--- src/rtl/uart_pkg.sv ---
// Shared types and constants for the UART transmit arbiter.
package uart_pkg;

  localparam int unsigned BYTE_W = 8;
  localparam logic [2:0] ECHO_GRANT_ID = 3'd7;

  typedef enum logic [1:0] {
    StIdle,
    StSend,
    StWait
  } state_e;

  // Round-robin successor of a source index, wrapping at num_req.
  function automatic logic [2:0] next_ptr(input logic [2:0] cur, input int unsigned num_req);
    return (({29'd0, cur} + 32'd1) >= num_req) ? 3'd0 : cur + 3'd1;
  endfunction

endpackage

--- src/rtl/uart_tx_arbiter_if.sv ---
// Byte-stream handshake between message sources and the UART transmit arbiter.
interface uart_tx_arbiter_if #(
  parameter int unsigned NUM_REQ = 4
);

  logic [NUM_REQ-1:0]                  req;
  logic [NUM_REQ*uart_pkg::BYTE_W-1:0] req_data;
  logic [NUM_REQ-1:0]                  req_last;
  logic [NUM_REQ-1:0]                  req_ack;

  modport master (output req, req_data, req_last, input req_ack);
  modport slave  (input req, req_data, req_last, output req_ack);

endinterface

--- src/rtl/rr_arbiter.sv ---
// Combinational round-robin winner search starting at rr_ptr.
module rr_arbiter #(
  parameter int unsigned NUM_REQ = 4
) (
  input  logic [NUM_REQ-1:0] req,
  input  logic [2:0]         rr_ptr,
  output logic               valid,
  output logic [NUM_REQ-1:0] grant_oh,
  output logic [2:0]         grant_idx
);

  int idx;

  always_comb begin
    valid     = 1'b0;
    grant_oh  = '0;
    grant_idx = '0;
    idx       = 0;
    for (int i = 0; i < int'(NUM_REQ); i++) begin
      idx = int'(rr_ptr) + i;
      if (idx >= int'(NUM_REQ)) idx = idx - int'(NUM_REQ);
      if (!valid && req[idx]) begin
        valid         = 1'b1;
        grant_oh[idx] = 1'b1;
        grant_idx     = 3'(idx);
      end
    end
  end

endmodule

--- src/rtl/uart_tx_arbiter.sv ---
// Round-robin sharing of one UART transmitter among NUM_REQ message sources.
// Optional RX echo FIFO is built when UART_ECHO_EN is defined.
module uart_tx_arbiter import uart_pkg::*; #(
  parameter int unsigned NUM_REQ     = 4,
  parameter int unsigned TIMEOUT_CYC = 2_000_000,
  parameter int unsigned ECHO_DEPTH  = 4
) (
  input  logic                clk,
  input  logic                reset,
  uart_tx_arbiter_if.slave    src,
  output logic [2:0]          grant_id,
  output logic                busy,
  output logic                tx_start,
  output logic [BYTE_W-1:0]   tx_data,
  input  logic                tx_busy,
  input  logic                tx_done,
  input  logic [BYTE_W-1:0]   rx_data,
  input  logic                rx_done,
  output logic                timeout_err,
  output logic                echo_overflow
);

  localparam int unsigned WdW = $clog2(TIMEOUT_CYC + 1);

  state_e              state_q, state_d;
  logic [2:0]          grant_q, grant_d, rr_ptr_q, rr_ptr_d;
  logic [NUM_REQ-1:0]  grant_oh_q, grant_oh_d;
  logic                last_q, last_d, echo_q, echo_d;
  logic [BYTE_W-1:0]   tx_data_q, tx_data_d;
  logic [WdW-1:0]      wdog_q, wdog_d;
  logic                timeout_err_q, timeout_err_d;

  logic                arb_valid;
  logic [NUM_REQ-1:0]  arb_oh;
  logic [2:0]          arb_idx;
  logic                ack, echo_avail, echo_pop;
  logic [BYTE_W-1:0]   echo_head, cur_byte;
  logic                cur_req, cur_last;

  rr_arbiter #(.NUM_REQ(NUM_REQ)) u_rr_arbiter (
    .req       (src.req),
    .rr_ptr    (rr_ptr_q),
    .valid     (arb_valid),
    .grant_oh  (arb_oh),
    .grant_idx (arb_idx)
  );

  // Echo bytes are parked in tx_data_q at grant time, so SEND needs no source lookup.
  always_comb begin
    cur_byte = '0;
    cur_req  = 1'b0;
    cur_last = 1'b0;
    for (int i = 0; i < int'(NUM_REQ); i++) begin
      if (grant_oh_q[i]) begin
        cur_byte = src.req_data[i*BYTE_W +: BYTE_W];
        cur_req  = src.req[i];
        cur_last = src.req_last[i];
      end
    end
    if (echo_q) begin
      cur_byte = tx_data_q;
      cur_req  = 1'b1;
      cur_last = 1'b1;
    end
  end

  always_comb begin
    state_d       = state_q;
    grant_d       = grant_q;
    grant_oh_d    = grant_oh_q;
    rr_ptr_d      = rr_ptr_q;
    last_d        = last_q;
    echo_d        = echo_q;
    tx_data_d     = tx_data_q;
    wdog_d        = wdog_q;
    timeout_err_d = timeout_err_q;
    tx_start      = 1'b0;
    ack           = 1'b0;
    echo_pop      = 1'b0;
    unique case (state_q)
      StIdle: begin
        if (echo_avail) begin
          echo_pop   = 1'b1;
          echo_d     = 1'b1;
          grant_d    = ECHO_GRANT_ID;
          grant_oh_d = '0;
          tx_data_d  = echo_head;
          state_d    = StSend;
        end else if (arb_valid) begin
          echo_d     = 1'b0;
          grant_d    = arb_idx;
          grant_oh_d = arb_oh;
          state_d    = StSend;
        end
      end
      StSend: begin
        if (!tx_busy) begin
          if (cur_req) begin
            tx_start  = 1'b1;
            ack       = ~echo_q;
            tx_data_d = cur_byte;
            last_d    = cur_last;
            wdog_d    = '0;
            state_d   = StWait;
          end else begin
            rr_ptr_d = next_ptr(grant_q, NUM_REQ);
            state_d  = StIdle;
          end
        end
      end
      StWait: begin
        if (tx_done) begin
          if (last_q) begin
            if (!echo_q) rr_ptr_d = next_ptr(grant_q, NUM_REQ);
            state_d = StIdle;
          end else begin
            state_d = StSend;
          end
        end else if (wdog_q == WdW'(TIMEOUT_CYC - 1)) begin
          timeout_err_d = 1'b1;
          if (!echo_q) rr_ptr_d = next_ptr(grant_q, NUM_REQ);
          state_d = StIdle;
        end else begin
          wdog_d = wdog_q + 1'b1;
        end
      end
      default: state_d = StIdle;
    endcase
  end

  always_ff @(posedge clk or posedge reset) begin
    if (reset) begin
      state_q       <= StIdle;
      grant_q       <= '0;
      grant_oh_q    <= '0;
      rr_ptr_q      <= '0;
      last_q        <= 1'b0;
      echo_q        <= 1'b0;
      tx_data_q     <= '0;
      wdog_q        <= '0;
      timeout_err_q <= 1'b0;
    end else begin
      state_q       <= state_d;
      grant_q       <= grant_d;
      grant_oh_q    <= grant_oh_d;
      rr_ptr_q      <= rr_ptr_d;
      last_q        <= last_d;
      echo_q        <= echo_d;
      tx_data_q     <= tx_data_d;
      wdog_q        <= wdog_d;
      timeout_err_q <= timeout_err_d;
    end
  end

  assign busy        = (state_q != StIdle);
  assign grant_id    = grant_q;
  assign tx_data     = (state_q == StSend) ? cur_byte : tx_data_q;
  assign src.req_ack = ack ? grant_oh_q : '0;
  assign timeout_err = timeout_err_q;

`ifdef UART_ECHO_EN
  localparam int unsigned EchoAw = $clog2(ECHO_DEPTH);

  logic [BYTE_W-1:0] echo_mem_q [ECHO_DEPTH];
  logic [EchoAw:0]   echo_wr_q, echo_wr_d, echo_rd_q, echo_rd_d;
  logic              echo_ovf_q, echo_ovf_d;
  logic              echo_full, echo_push;

  assign echo_avail = (echo_wr_q != echo_rd_q);
  assign echo_full  = (echo_wr_q[EchoAw] != echo_rd_q[EchoAw]) &&
                      (echo_wr_q[EchoAw-1:0] == echo_rd_q[EchoAw-1:0]);
  // A pop in the same cycle frees the slot, so push-at-full is accepted then.
  assign echo_push  = rx_done && (!echo_full || echo_pop);
  assign echo_head  = echo_mem_q[echo_rd_q[EchoAw-1:0]];

  always_comb begin
    echo_wr_d  = echo_push ? echo_wr_q + 1'b1 : echo_wr_q;
    echo_rd_d  = echo_pop ? echo_rd_q + 1'b1 : echo_rd_q;
    echo_ovf_d = echo_ovf_q | (rx_done & echo_full & ~echo_pop);
  end

  always_ff @(posedge clk or posedge reset) begin
    if (reset) begin
      echo_wr_q  <= '0;
      echo_rd_q  <= '0;
      echo_ovf_q <= 1'b0;
    end else begin
      echo_wr_q  <= echo_wr_d;
      echo_rd_q  <= echo_rd_d;
      echo_ovf_q <= echo_ovf_d;
    end
  end

  always_ff @(posedge clk) begin
    if (echo_push) echo_mem_q[echo_wr_q[EchoAw-1:0]] <= rx_data;
  end

  assign echo_overflow = echo_ovf_q;
`else
  logic unused_echo;
  assign echo_avail    = 1'b0;
  assign echo_head     = '0;
  assign echo_overflow = 1'b0;
  assign unused_echo   = ^{rx_data, rx_done, echo_pop, (ECHO_DEPTH != 0)};
`endif

endmodule

--- src/flat_wrapper.sv ---
// flat-port wrapper written by rule: the top's interface ports become plain ports
module uart_tx_arbiter_flat import uart_pkg::*;
#(
  parameter int unsigned NUM_REQ     = 4,
  parameter int unsigned TIMEOUT_CYC = 2_000_000,
  parameter int unsigned ECHO_DEPTH  = 4
)
  (clk, reset, grant_id, busy, tx_start, tx_data, tx_busy, tx_done, rx_data, rx_done, timeout_err, echo_overflow, src_req, src_req_data, src_req_last, src_req_ack);
  uart_tx_arbiter_if #(.NUM_REQ(NUM_REQ)) src_i ();
  input  logic clk;
  input  logic reset;
  output logic [2:0] grant_id;
  output logic busy;
  output logic tx_start;
  output logic [BYTE_W-1:0] tx_data;
  input  logic tx_busy;
  input  logic tx_done;
  input  logic [BYTE_W-1:0] rx_data;
  input  logic rx_done;
  output logic timeout_err;
  output logic echo_overflow;
  input wire logic [$bits(src_i.req)-1:0] src_req;
  input wire logic [$bits(src_i.req_data)-1:0] src_req_data;
  input wire logic [$bits(src_i.req_last)-1:0] src_req_last;
  output wire logic [$bits(src_i.req_ack)-1:0] src_req_ack;
  assign src_i.req = src_req;
  assign src_i.req_data = src_req_data;
  assign src_i.req_last = src_req_last;
  assign src_req_ack = src_i.req_ack;
  uart_tx_arbiter #(.NUM_REQ(NUM_REQ), .TIMEOUT_CYC(TIMEOUT_CYC), .ECHO_DEPTH(ECHO_DEPTH)) u_core (.clk(clk), .reset(reset), .src(src_i), .grant_id(grant_id), .busy(busy), .tx_start(tx_start), .tx_data(tx_data), .tx_busy(tx_busy), .tx_done(tx_done), .rx_data(rx_data), .rx_done(rx_done), .timeout_err(timeout_err), .echo_overflow(echo_overflow));
endmodule
--- config.mk ---
export PLATFORM = sky130hd
export DESIGN_NAME = uart_tx_arbiter_flat
export DESIGN_NICKNAME = d
export VERILOG_FILES = /design/src/rtl/uart_pkg.sv /design/src/rtl/uart_tx_arbiter_if.sv /design/src/rtl/rr_arbiter.sv /design/src/rtl/uart_tx_arbiter.sv /design/src/flat_wrapper.sv
export SDC_FILE = /design/constraint.sdc
export NUM_CORES = 1
export LEC_CHECK = 0
export CAP_MARGIN = 5
export CORE_ASPECT_RATIO = 0.8
export CORE_MARGIN = 1
export CORE_UTILIZATION = 45
export DETAILED_ROUTE_END_ITERATION = 10
export PLACE_DENSITY = 0.75
export SLEW_MARGIN = 20
export SYNTH_ARGS = -nofsm -noshare
export SYNTH_HDL_FRONTEND = slang
export SYNTH_HIERARCHICAL = 1
export SYNTH_SLANG_ARGS = --single-unit
--- constraint.sdc ---
create_clock -name clk -period 8.1 [get_ports clk]
set_input_delay 1.62 -clock clk [delete_from_list [all_inputs] [get_ports clk]]
set_output_delay 1.62 -clock clk [all_outputs]
set_load 0.02 [all_outputs]
==> run metrics <==
number of flops mapped to enable cells by yosys=0; period utilization=68.6%; leading cell types by count after synthesis=dfrtp_1 (43), nand2_1 (41), a21oi_1 (31); outcome=complete, but fails checks; cell at the slowest stage of the critical path=clkdlybuf4s50_1; Ports=72; Setup Viol. Count Final=0; Slew Limit Fails=0; Final Hold Fails=0; final worst slack=2.54 ns; maximum fanout along the worst path=21; Max-slew headroom=42.3%; Synth Instances=375; Worst R2R Start=u_core/rr_ptr_q[0]$_DFFE_PP0P_; critical path data arrival time=3.94 ns; Synthesized Nets=438; Distinct cells, synth=52; Die Wd=96.6 um; reg2reg path depth=7; worst slew pin tran=0.865 ns; clock buffer count from CTS=5; Rows=27; drt pass-1 iters=7; DP Wirelength=5.69 mm; DRC viols=1; core area=0.00689 sq mm; worst-skew pair later-pin latency=0.30 ns; total power=1190 uW; leading area contributor after synthesis=dfrtp_1; vias in the first global route=2,835; first-pass GRT wire length=13.1 mm; Clock Path Buffers=2; Synth top area share=33.4%; Root Buffer=clkbuf_8; CTS resizes=0; crit-path leading delay family=buffers and inverters; Critical Path RT=6.48 ns; WP depth=7; worst path cell trace=clkdlybuf4s50_1 -> nor2b_1 -> o21a_1 -> nor4_2 -> buf_4 -> and2_1 -> clkdlybuf4s50_1; Initial Util=46.7%; Synth Warn #=6; DIE AREA=0.00750 sq mm; CP Buf/Inv Count=3; critical path class=in -> out; Syn-to-layout area delta=21.3%; largest net degree at the start of global routing=44; Syn Area/Cell=8.59 sq um; synth top area cells=dfrtp_1 (33%), a21oi_1 (4.8%), nand2_1 (4.8%); Leak=0.00160 uW; hold_sp=u_core/rr_ptr_q[2]$_DFFE_PP0P_; FMAX=0.180 GHz; Post-synth top flop=dfrtp_1; Max Clock Skew=0.00987 ns; CTS Hold Bufs=0; final WL=8.06 mm; initial antenna violation count=0; Hold Crit Class=reg -> reg; synthesized cell area=0.00322 sq mm; DR WL/cell=15.9 um; Slowest Stage Delay on Critical Path=0.71 ns; RSZ-0062 raised after global routing=false; clock slew at reported path FFs=0.07 ns; Core Util, Final=56.7%; Hold Path Depth=2; initial drt markers=228; hold endpoint=u_core/rr_ptr_q[2]$_DFFE_PP0P_; Power Density=305 mW/mm^2; pre-CTS setup slack=2.53 ns; Max-cap violations=0; antenna violation net count after detailed routing=0; Global Route Usage Sum=22.4%; Nets=482; Peak VDD IR=127 uV; Yosys reg bits=43; Clock H-tree levels=2; antenna cell count=0; PortBufs=61; drt via density=5.98; Final min period=5.56 ns; Die H=77.7 um; Worst Setup Start Kind=input pin; most numerous cell in the Yosys netlist=dfrtp_1; post-synthesis sequential area ratio=33.4%; nature of the critical path endpoint=output port; Setup Buffers After CTS=0; cell mode on critical path=clkdlybuf4s50_1; share of cells above drive strength 1=8.35%; DR vias=3,024; gpl congestion=0.857; setup_tns=0 ns; R2R Path End=u_core/grant_oh_q[0]$_DFFE_PP0P_; ys async rst share=100%; GRT Residual Overflow=0; failing checks=DRC; CTS tree=yes; reg2reg setup slack=5.00 ns; clk sinks=43
==> per-stage QoR <==
stage | std cells | hold slack (ns) | cell area [sq um]
2_1_floorplan | 375 | 0.471 | 3220
3_3_place_gp | 499 | 0.495 | 3820
3_5_place_dp | 499 | 0.495 | 3820
4_1_cts | 506 | 0.508 | 3910
5_1_grt | 506 | 0.528 | 3910
6_report | 506 | 0.507 | 3910
==> registers in the layout (all words and copies together), names as in the netlist <==
register,count
u_core/tx_data_q,8
u_core/last_q,1
u_core/rr_ptr_q,3
u_core/grant_id,3
u_core/timeout_err,1
u_core/grant_oh_q,4
u_core/wdog_q,21
u_core/state_q,2
==> cell type report <==
cell class                 instances  area (sq um)
timing repair buffer              64           633
multi-input combinational        295          1960
inverter                          10          37.5
clock buffer                       6          82.6
fill                             628          2980
clock inverter                     1          5.00
sequential                        43          1080
tap                               87           109
==> worst register-to-register path, delay by kind of cell, from the launching register on <==
| family | cells | cell delay [ns] |
|---|---|---|
| multiplexers | 3 | 0.88 |
| buffers and inverters | 1 | 0.24 |
| AO/OA/AOI/OAI | 2 | 0.41 |
| adder cells (fa/ha/maj) | 1 | 0.55 |
| flip-flops | 1 | 0.91 |
==> routing by layer <==
layer / up-vias / global-route usage (%) / part of all wire (%)
met5: - / 0 / 0
met4: 0 / 5.29 / 0.32
met3: 3 / 4.71 / 7.3
met2: 90 / 37.4 / 46
met1: 1458 / 29.3 / 46
li1: 1473 / - / -
==> placed cells by master, fill, tap and decap left out, drive strengths merged, types with 2 or more instances in the layout <==
master and instances:
clkdlybuf4s50 61, dfrtp 43, nand2 41, a21oi 32, nor2 25, o21ai 24
a31oi 21, nor2b 12, inv 10, and3 10, mux2i 10, nor3 10
mux2 10, ha 10, nand4 9, a221oi 8, nand2b 7, nand3 7
clkbuf 6, and2 6, nor3b 6, o21a 5, nor4 5, a221o 4
buf 3, a211o 3, or4 3, a21o 3, and3b 3, o32ai 3
mux4 3, nor4b 2, and4 2
==> worst max-delay path by stage <==
stage	start	slack (ns)	end
6_report	src_req[2]	2.54	src_req_ack[1]
5_1_grt	src_req[2]	2.42	src_req_ack[1]
4_1_cts	src_req[2]	2.53	src_req_ack[1]
3_5_place_dp	src_req[2]	2.53	src_req_ack[1]
3_3_place_gp	src_req[2]	2.64	src_req_ack[1]
2_1_floorplan	src_req[2]	3.82	src_req_ack[1]
==> where the power goes <==
| part | internal (uW) | switching (uW) | leakage [uW] |
|---|---|---|---|
| Combinational | 324 | 363 | 0.000992 |
| Sequential | 271 | 95.3 | 0.000560 |
| Clock | 67.0 | 72.4 | 0.0000470 |
==> cell families after synthesis <==
group           count (synthesis)  synth area share, %
simple gates                  150                 25.0
compound gates                111                 23.1
flops                          43                 33.4
buf+inv                        37                 5.79
mux                            23                 8.70
fa+ha+maj                      10                 3.89
other cells                     1                0.116
(Power assumes the default switching activity.)
==> RTL edit: new RTL, same flow settings <==
`TIMEOUT_CYC` is set to 2_000_000 in 2 places; all go to 1_000_000.
--- a/src/rtl/uart_tx_arbiter.sv
+++ b/src/rtl/uart_tx_arbiter.sv
@@ -2,7 +2,7 @@
 // Optional RX echo FIFO is built when UART_ECHO_EN is defined.
 module uart_tx_arbiter import uart_pkg::*; #(
   parameter int unsigned NUM_REQ     = 4,
-  parameter int unsigned TIMEOUT_CYC = 2_000_000,
+  parameter int unsigned TIMEOUT_CYC = 1_000_000,
   parameter int unsigned ECHO_DEPTH  = 4
 ) (
   input  logic                clk,
--- a/src/flat_wrapper.sv
+++ b/src/flat_wrapper.sv
@@ -2,7 +2,7 @@
 module uart_tx_arbiter_flat import uart_pkg::*;
 #(
   parameter int unsigned NUM_REQ     = 4,
-  parameter int unsigned TIMEOUT_CYC = 2_000_000,
+  parameter int unsigned TIMEOUT_CYC = 1_000_000,
   parameter int unsigned ECHO_DEPTH  = 4
 )
   (clk, reset, grant_id, busy, tx_start, tx_data, tx_busy, tx_done, rx_data, rx_done, timeout_err, echo_overflow, src_req, src_req_data, src_req_last, src_req_ack);
Behaviour: same outputs for any inputs over 4 cycles, from zero or initial values and one cycle with reset high; that may be too few to reach the edited logic, so the function may still have changed.
==> RTL edit against the original RTL <==
Worst setup slack got worse by 0.44 ns. Core utilization rose by 1.1 points. Power fell by 3.6%. Sequential cell count fell by 1. Non-clock buffer count fell by 2. Synthesized area fell by 3.7%. Final area fell by 3.7%. Critical path depth fell by 1. Routed wire length fell by 2.8%. Highest routed layer unchanged.
==> RTL edit: results (changes against the original RTL) <==
* Register cell area after layout at 0.00105 sq mm (-2.3%)
* Longest Clk Path Bufs at 2 (unchanged)
* Multi-input gates at 279 (-5.4%)
* Drt first pass iters at 5 (-2)
* Post-synth top cells: dfrtp_1 (42), a21oi_1 (28), nand2_1 (27)
* Filler Cell Count at 605 (-3.7%)
* Int Power at 0.633 mW (-4.3%)
* Register area share after synthesis at 33.9% (+0.49 points)
* CP Max Fanout at 23 (+9.5%)
* Proportion of power drawn by the clock network at 11.8%
* Non-clk buf share at 16.4% (+0.22 points)
* First-pass GRT wire length at 12600 microns (-4.0%)
* Post-Route WL at 7830 microns (-2.8%)
* CLK BUF at 5 (-1)
* Top flop regs: u_core/wdog_q (20), u_core/tx_data_q (8), u_core/grant_oh_q (4)
* Placed inst area at 0.00367 sq mm (-3.8%)
* Layout cell share with drive strength beyond 1 at 7.23% (-1.1 points)
* CP max-delay cell: clkdlybuf4s50_1
* Layout clock area frac at 2.39% (+0.15 points)
* Postcts setup bufs at 0 (unchanged)
* Clock skew at 0.0114 ns (+0.00152 ns)
* Avg Inst Size Synth at 8.61 sq um (+0.28%)
* DP Wirelength at 5540 microns (-2.6%)
* Vias at 2910 (-3.8%)
* Total track usage at 21.7% (-0.61 points)
* Antenna diodes at 0 (unchanged)
* Worst VDD drop at 0.000113 V (-11%)
* GP Congestion at 0.851 (-0.69%)
* Comb pwr share at 57.8% (+0.2 points)
* Vias in the first global route at 2569 (-9.4%)
* Yosys cell types at 51 (-1.9%)
* Arr. time, crit path at 4.38 ns (+0.44 ns)
* Multi-input combinational area share at 49.5% (-0.80 points)
* Routed wire length per instance at 16.1 microns (+1.4%)
* Rows at 26 (-3.7%)
* Non-clock inverters at 10 (unchanged)
* Area contributors post-synth: dfrtp_1 (34%), a21oi_1 (4.5%), ha_1 (4.0%)
* Yosys warns at 6 (unchanged)
* Static Leak at 1.56 nW (-2.2%)
* Final Total Pwr at 1.15 mW (-3.6%)
* Final #Nets at 463 (-3.9%)
* Bufs w/o clock at 62 (-3.1%)
* Setup Slack @ Placement at 2.11 ns (-0.412 ns)
* Mapped Nets at 423 (-3.4%)
* Placed cells at 477 (-4.4%)
* CTS resizes at 0 (unchanged)
* Status: complete, no violations
* Worst min-delay path class: flop to flop
* Least-Margin Pin Slew at 0.843 ns (-0.0225 ns)
* I/O Buffers at 61 (unchanged)
* Largest net degree at the start of global routing at 43 (-2.3%)
* Seq_cells at 42 (-2.3%)
* Layout area overhead at 21.4% (about the same)
RTL edit: final timing paths:
kind                                          from                   end  slack, ns  cells past startpoint
max in group asynchronous                    reset      u_core/wdog_q[4]       5.97                      3
worst min-delay path             u_core/wdog_q[19]     u_core/wdog_q[19]       0.48                      1
worst max-delay path                    src_req[2]        src_req_ack[3]       2.10                      6
worst min register to register   u_core/wdog_q[19]     u_core/wdog_q[19]       0.48                      1
worst max register to register  u_core/rr_ptr_q[0]  u_core/grant_oh_q[0]       4.95                      7
min in group asynchronous                    reset   u_core/tx_data_q[4]       1.75                      3
RTL edit: logic make-up after synthesis:
| kind of cell | Yosys count | share of synthesized area (%) |
|---|---|---|
| compound gates | 103 | 22.1 |
| xor+xnor | 3 | 0.848 |
| buf+inv | 39 | 6.05 |
| flops | 42 | 33.9 |
| mux | 22 | 8.76 |
| simple gates | 140 | 24.2 |
| other cells | 1 | 0.121 |
| fa+ha+maj | 10 | 4.04 |
RTL edit: worst reg2reg max path: stages, from the launching register on:
cell and delay (ns):
dfrtp_1 0.90, inv_1 0.23, ha_1 0.56, mux2i_1 0.38, o32ai_1 0.13, mux2_2 0.27
a221o_1 0.30, mux2_2 0.27
RTL edit: per-layer routing:
| layer | share of wire, % | track usage, % | up-vias | wire (microns) |
|---|---|---|---|---|
| met1 | 47 | 31.6 | 1362 | 3710 |
| met4 | 1.1 | 5.61 | 0 | 86 |
| met2 | 42 | 32.7 | 135 | 3310 |
| li1 | - | - | 1407 | - |
| met5 | 0 | 0 | - | 0 |
| met3 | 9.3 | 4.69 | 6 | 726 |
